$ cat config.mk
export PLATFORM = sky130hd
export DESIGN_NAME = gb_irq_ctrl
export DESIGN_NICKNAME = d
export VERILOG_FILES = /design/src/rtl/gb_irq_ctrl.sv
export SDC_FILE = /design/constraint.sdc
export NUM_CORES = 1
export LEC_CHECK = 0
export ABC_AREA = 1
export BUFFER_PORTS_ARGS = -buffer_cell sky130_fd_sc_hd__buf_2
export CAP_MARGIN = 10
export CORE_ASPECT_RATIO = 1.2
export CORE_MARGIN = 2
export CORE_UTILIZATION = 35
export DETAILED_ROUTE_END_ITERATION = 10
export GPL_TIMING_DRIVEN = 0
export HOLD_SLACK_MARGIN = 0.02
export PLACE_DENSITY = 0.64
export SYNTH_ARGS = -nofsm -noshare
export SYNTH_HDL_FRONTEND = slang
export SYNTH_SLANG_ARGS = --single-unit
$ cat constraint.sdc
create_clock -name clk -period 1.2 [get_ports clk]
set_input_delay 0.24 -clock clk [delete_from_list [all_inputs] [get_ports clk]]
set_output_delay 0.24 -clock clk [all_outputs]
set_load 0.01 [all_outputs]
$ cat src/rtl/gb_irq_ctrl.sv
// Parametrised interrupt controller: synchronised edge/level sources, IF/IE/MODE register file,
// active-low INT and a priority-encoded vector latched for the duration of the acknowledge.
module gb_irq_ctrl #(
   parameter int         NUM_IRQ     = 5,
   parameter int         SYNC_STAGES = 0,
   parameter logic [7:0] VEC_BASE    = 8'h40,
   parameter logic [7:0] VEC_STRIDE  = 8'h08,
   parameter logic [7:0] IDLE_VEC    = 8'h55,
   parameter logic [7:0] MODE_RESET  = 8'h00
) (
   input  logic               clk,
   input  logic               reset_n,
   input  logic [NUM_IRQ-1:0] src,
   input  logic               cpu_sel,
   input  logic [1:0]         cpu_addr,
   input  logic               cpu_wr,
   input  logic [7:0]         cpu_di,
   output logic [7:0]         cpu_do,
   input  logic               irq_ack,
   output logic [7:0]         irq_vec,
   output logic               irq_n
);

   localparam int N = NUM_IRQ;

   logic [N-1:0] src_s;
   logic [N-1:0] if_q, if_d, ie_q, ie_d, mode_q, mode_d, prev_q;
   logic [N-1:0] pend_s, set_s, clr_s;
   logic         ack_q, rise_s, fall_s, hit_s, hit_lat_q;
   logic [2:0]   idx_s, idx_lat_q;
   logic [7:0]   live_vec_s, vec_lat_q, rd_s;

   function automatic logic [7:0] pad_ones(input logic [N-1:0] v);
      logic [7:0] r;
      r        = 8'hFF;
      r[N-1:0] = v;
      return r;
   endfunction

   generate
      if (SYNC_STAGES == 0) begin : g_nosync
         assign src_s = src;
      end else begin : g_sync
         logic [N-1:0] sync_q [SYNC_STAGES];
         // Input synchroniser chain
         always_ff @(posedge clk or negedge reset_n) begin
            if (!reset_n) begin
               for (int k = 0; k < SYNC_STAGES; k++) sync_q[k] <= '0;
            end else begin
               sync_q[0] <= src;
               for (int k = 1; k < SYNC_STAGES; k++) sync_q[k] <= sync_q[k-1];
            end
         end
         assign src_s = sync_q[SYNC_STAGES-1];
      end
   endgenerate

   assign pend_s = if_q & ie_q;
   assign rise_s = irq_ack & ~ack_q;
   assign fall_s = ~irq_ack & ack_q;
   // Edge mode needs a 0->1 on the synchronised line; level mode sets while high
   assign set_s  = src_s & (mode_q | ~prev_q);

   // Priority encoder: lowest pending index wins
   always_comb begin
      hit_s = 1'b0;
      idx_s = 3'd0;
      for (int i = N - 1; i >= 0; i--) begin
         hit_s = hit_s | pend_s[i];
         idx_s = pend_s[i] ? 3'(i) : idx_s;
      end
      if (hit_s) begin
         live_vec_s = VEC_BASE + ({5'd0, idx_s} * VEC_STRIDE);
      end else begin
         live_vec_s = IDLE_VEC;
      end
   end

   // Next-state of the register file: CPU write beats source set beats ack clear
   always_comb begin
      for (int i = 0; i < N; i++) begin
         clr_s[i] = fall_s & hit_lat_q & (idx_lat_q == 3'(i));
      end
      if_d   = (if_q & ~clr_s) | set_s;
      ie_d   = ie_q;
      mode_d = mode_q;
      if (cpu_sel && cpu_wr) begin
         case (cpu_addr)
            2'd0:    if_d   = cpu_di[N-1:0];
            2'd1:    ie_d   = cpu_di[N-1:0];
            2'd2:    mode_d = cpu_di[N-1:0];
            default: mode_d = mode_q;
         endcase
      end else begin
         mode_d = mode_q;
      end
   end

   // State registers and ack-time vector latch
   always_ff @(posedge clk or negedge reset_n) begin
      if (!reset_n) begin
         if_q      <= '0;
         ie_q      <= '0;
         mode_q    <= MODE_RESET[N-1:0];
         prev_q    <= '1;
         ack_q     <= 1'b0;
         vec_lat_q <= IDLE_VEC;
         idx_lat_q <= 3'd0;
         hit_lat_q <= 1'b0;
      end else begin
         if_q   <= if_d;
         ie_q   <= ie_d;
         mode_q <= mode_d;
         prev_q <= src_s;
         ack_q  <= irq_ack;
         if (rise_s) begin
            vec_lat_q <= live_vec_s;
            idx_lat_q <= idx_s;
            hit_lat_q <= hit_s;
         end
      end
   end

   // Read mux; unused high bits read as 1
   always_comb begin
      case (cpu_addr)
         2'd0:    rd_s = pad_ones(if_q);
         2'd1:    rd_s = pad_ones(ie_q);
         2'd2:    rd_s = pad_ones(mode_q);
         default: rd_s = pad_ones(pend_s);
      endcase
      if (cpu_sel) begin
         cpu_do = rd_s;
      end else begin
         cpu_do = 8'hFF;
      end
   end

   // In the first ack cycle the live encode equals the value about to be latched
   assign irq_vec = (irq_ack && ack_q) ? vec_lat_q : live_vec_s;
   assign irq_n   = ~|pend_s;

endmodule

# Word-level counts from Yosys, hierarchy flattened
# Cells that the tools add are included.
[op_classes]
add_sub_neg = 1
mul = 0
div_mod_pow = 0
order_cmp = 0
eq_ne = 6
n_shift = 0
muxes = 11
bitwise = 21
reduce_logical = 8
[op_table]
columns = ["operator", "count"]
rows = [
  ["8-bit 2-to-1 mux", 3],
  ["5-bit AND", 3],
  ["3-bit 2-to-1 mux", 5],
  ["5-bit case mux with 3 select lines", 1],
  ["5-bit 2-to-1 mux", 2],
  ["5-bit NOT", 2],
  ["5-bit bitwise OR", 2],
  ["7-bit by 6-bit adder with 8-bit output, first input constant", 1],
  ["1-bit AND", 8],
  ["3-bit by 2-bit == test with 1-bit output, second input constant", 2],
  ["5-bit OR reduction", 1],
  ["1-bit bitwise OR", 4],
  ["2-bit AND reduction", 2],
  ["3-bit by 1-bit == test with 1-bit output, second input constant", 1],
  ["3-bit == test, second input constant", 1],
  ["3-bit logical NOT", 1],
  ["2-bit by 1-bit == test with 1-bit output, second input constant", 1],
  ["2-bit == test, second input constant", 1],
  ["1-bit logical AND", 2],
  ["2-bit logical NOT", 1],
  ["1-bit NOT", 2],
  ["1-bit logical NOT", 1],
]
[totals]
regBits = 33
latch_bits = 0
mem_bits_rw = 0
mem_bits_ro = 0
in_bits = 20
out_inout_bits = 17
word_cells = 55
mem_count = 0

# Depth between registers and ports, before layout
[depth]
ltp_word = 9
mapped_depth = 6

# Worst setup path after synthesis
# OpenSTA, ideal clock, no wires.
[synth_path]
path_kind = "reg2out"
from = "register if_q[2]"
to = "output port irq_vec[2]"
arrival_ns = 1.287
required_ns = 0.960
setup_slack_ns = -0.327
stages_incl_launch_ff = 7
path_buffers = 1
path_cell_list = "dfrtp_1 -> nand2_1 -> nand2_1 -> nor2_1 -> nand2_1 -> o21ai_0 -> buf_4"
[synth_via]
elab_chain_cells = 6
[synth_rtl]
columns = ["item", "line_no", "source"]
rows = [
  ["from (decl)", "27", "logic [N-1:0] if_q, if_d, ie_q, ie_d, mode_q, mode_d, prev_q;"],
  ["from (signal assigned)", "111", "if_q <= if_d;"],
  ["5-bit AND", "58", "assign pend_s = if_q & ie_q;"],
  ["1-bit bitwise OR (3 in a row)", "69", "hit_s = hit_s | pend_s[i];"],
  ["8-bit 2-to-1 mux", "72", "if (hit_s) begin"],
  ["8-bit 2-to-1 mux", "140", "assign irq_vec = (irq_ack && ack_q) ? vec_lat_q : live_vec_s;"],
  ["to (decl)", "20", "output logic [7:0] irq_vec,"],
]
# Every way passes these cells.

# Worst setup path in the final report
[layout_path]
from = "register if_q[1]"
to = "output port irq_vec[2]"
[layout_via]
elab_chain_cells = 5
[layout_rtl]
columns = ["item", "line_no"]
rows = [
  ["5-bit AND", "58"],
  ["1-bit bitwise OR (2 in a row)", "69"],
  ["8-bit 2-to-1 mux", "72"],
  ["8-bit 2-to-1 mux", "140"],
]
# Every way passes these cells.

==> metrics.cfg <==
[drt]
drc = 0
top_layer_used = met4
wl_met3_um = 117
wl_met1_um = 1520
met2WireLength_um = 1690
vias = 1411
totalWireLength_um = 3380
first_pass_iters = 4
wl_per_cell_um = 10.4
drt_iter0_markers = 51
viasPerCell = 4.35
ant_nets = 0

[yosys]
ys_types = 18
synth_top_area_cell = dfrtp_1
synth_commonest_cells = 93 x nand2_1, 25 x inv_1, 22 x dfrtp_1
synth_edf_count = 0
async_flop_share_pct = 100
synth_flop_cell = dfrtp_1
yosys_warnings = 0
synthCells = 218
ys_ff_latch = 29
synth_top_area_share_pct = 34.9
yosysSeqAreaShare_pct = 46.5
syn-cell-area_um2 = 1580
syn_area_per_cell_um2 = 7.24
synth.area.top_cells = dfrtp_1 35%, nand2_1 22%, dfstp_2 12%
synth_most_common_cell = nand2_1

[status]
failed_checks = setup timing
status = finished with violations

[min_path]
hp-class = primary input to register
min_from = src[1]

[critical_path]
required_ps = 960
arrival_ps = 1370
timing.critical_path.from = if_q[1]
path_class = register to output port
end_kind = output port
rr_startpoint = if_q[1]
cp-start-kind = register
cp_max_fo = 3

[sta]
setup_viol = 11
fin_skew_ps = 4.80
rsz0062_at_grt = yes
min_period_ps = 1610
slew_violations = 0
hold_viol = 0
max_slew.worst_pin.slew_ps = 641
relSlewSlack_pct = 57.3
max_freq_mhz = 622
post-route-period-util_pct = 134
layout_setup_ws_ps = -407
whs_ps = 75.9

[floorplanning]
dieArea_um2 = 5070
start_util_pct = 36.8
io_pins = 37
coreArea_um2 = 4290
num_rows = 26
die_h_um = 77.6
die_width_um = 65.3

[pwr]
p_leak_uw = 0.00112
ir_drop_mv = 0.754
powerDensity_nw_per_um2 = 1460

[grt]
grt_pass1_wl_um = 5940
grt_pass1_vias = 1404
grtUsageTotal_pct = 15.2
antenna_found_initial = 0
grt-ovfl-total = 0
grt_max_degree = 30

[clocking]
clock_latency_ps = 270
clk_path_buf_depth = 2
cts_tree = yes
htreeDepth = 2
root_buffer = clkbuf_8
clock-sinks = 29
clk_pin_slew_worst_paths_ps = 60
cts_buffers = 5

[placement]
gp_congestion = 0.791
pre_cts_ws_ps = -297
detailed_place_hpwl_um = 2490
io_buffers = 27
placed_area_um2 = 1800

[cells_and_area]
fin_area_um2 = 2040
area_growth_pct = 29.5
n_fill_cell = 464
diodes = 0
drive_above_1_share_pct = 34.0
fin_nets = 287
fin_util_pct = 47.6

[flow_run]
maxCapViolCount = 0

==> timing repair <==
action | CTS | global route
pin swaps | 9 | 8
resized for setup | 18 | 9
hold buffers | 1 | 0
buffers inserted | 8 | 3
setup endpoints to repair | 11 | 13
endpoints found under the hold margin | 18 | 0
==> where the power goes <==
part	total, uW	switching, uW	internal, uW
registers	1290	122	1170
clock network	737	326	410
logic	965	541	425
==> area by class of cell <==
cell class	instances	area, um^2	share of cell area, %
well taps	56	70.1	3.43
flip-flops and latches	29	734	35.9
repair buffers	38	238	11.6
plain buffers	7	52.6	2.57
inverters	32	120	5.88
multi-input cells	154	749	36.7
clock buffers	8	80.1	3.92
==> worst max-delay path: stages, from the launching register on <==
cell and delay [ps]:
dfrtp_1 400, nand2_2 110, nand2_4 80, nor2_4 120, nand2_2 60, o21ai_2 120, buf_4 120, buf_6 90
==> routing by layer <==
metal  global-route usage, %  vias up
li1                        -      750
met1                    19.0      631
met5                       0        -
met4                    6.88        0
met3                    2.17        6
met2                    25.7       24
==> worst paths after layout <==
| kind | slack (ps) | cells after the start | endpoint |
|---|---|---|---|
| worst max register to register | 90 | 6 | vec_lat_q[2] |
| worst max-delay path | -410 | 7 | irq_vec[2] |
| worst min-delay path | 80 | 1 | prev_q[1] |
| worst min register to register | 480 | 2 | vec_lat_q[5] |
| max in group asynchronous | 260 | 2 | ack_q |
| min in group asynchronous | 530 | 2 | ie_q[2] |
==> stage by stage <==
stage                     instances  setup TNS, ps  total power, uW
after detailed placement        305          -1400             2050
after global routing            324          -3850             3210
after floorplan                 222           -136             1800
after CTS                       322          -3270             2970
final                           324          -3010             2990
after global placement          305          -1190             2040
==> registers in the layout (all words and copies together), names as in the netlist <==
signal / count
if_q: 5
prev_q: 5
hit_lat_q: 1
mode_q: 5
vec_lat_q: 4
ack_q: 1
ie_q: 5
idx_lat_q: 3
==> cell families (layout without fill, tap and decap cells) <==
| kind of cell | count (synthesis) | after routing | share of synthesized area (%) |
|---|---|---|---|
| flops | 29 | 29 | 46.5 |
| compound gates | 23 | 23 | 8.32 |
| simple gates | 125 | 125 | 33.8 |
| buf+inv | 39 | 85 | 10.9 |
| other cells | 2 | 6 | 0.476 |
==> cells in the final DEF, fill, tap and decap left out, drive strengths merged <==
cell / n
nand2: 96
buf: 44
inv: 32
dfrtp: 22
nor2: 18
o21ai: 16
clkbuf: 8
dfstp: 7
conb: 6
a21oi: 6
nand3: 5
nand4: 4
nor3: 2
a31oi: 1
dlygate4sd3: 1
(Power assumes the default switching activity.)
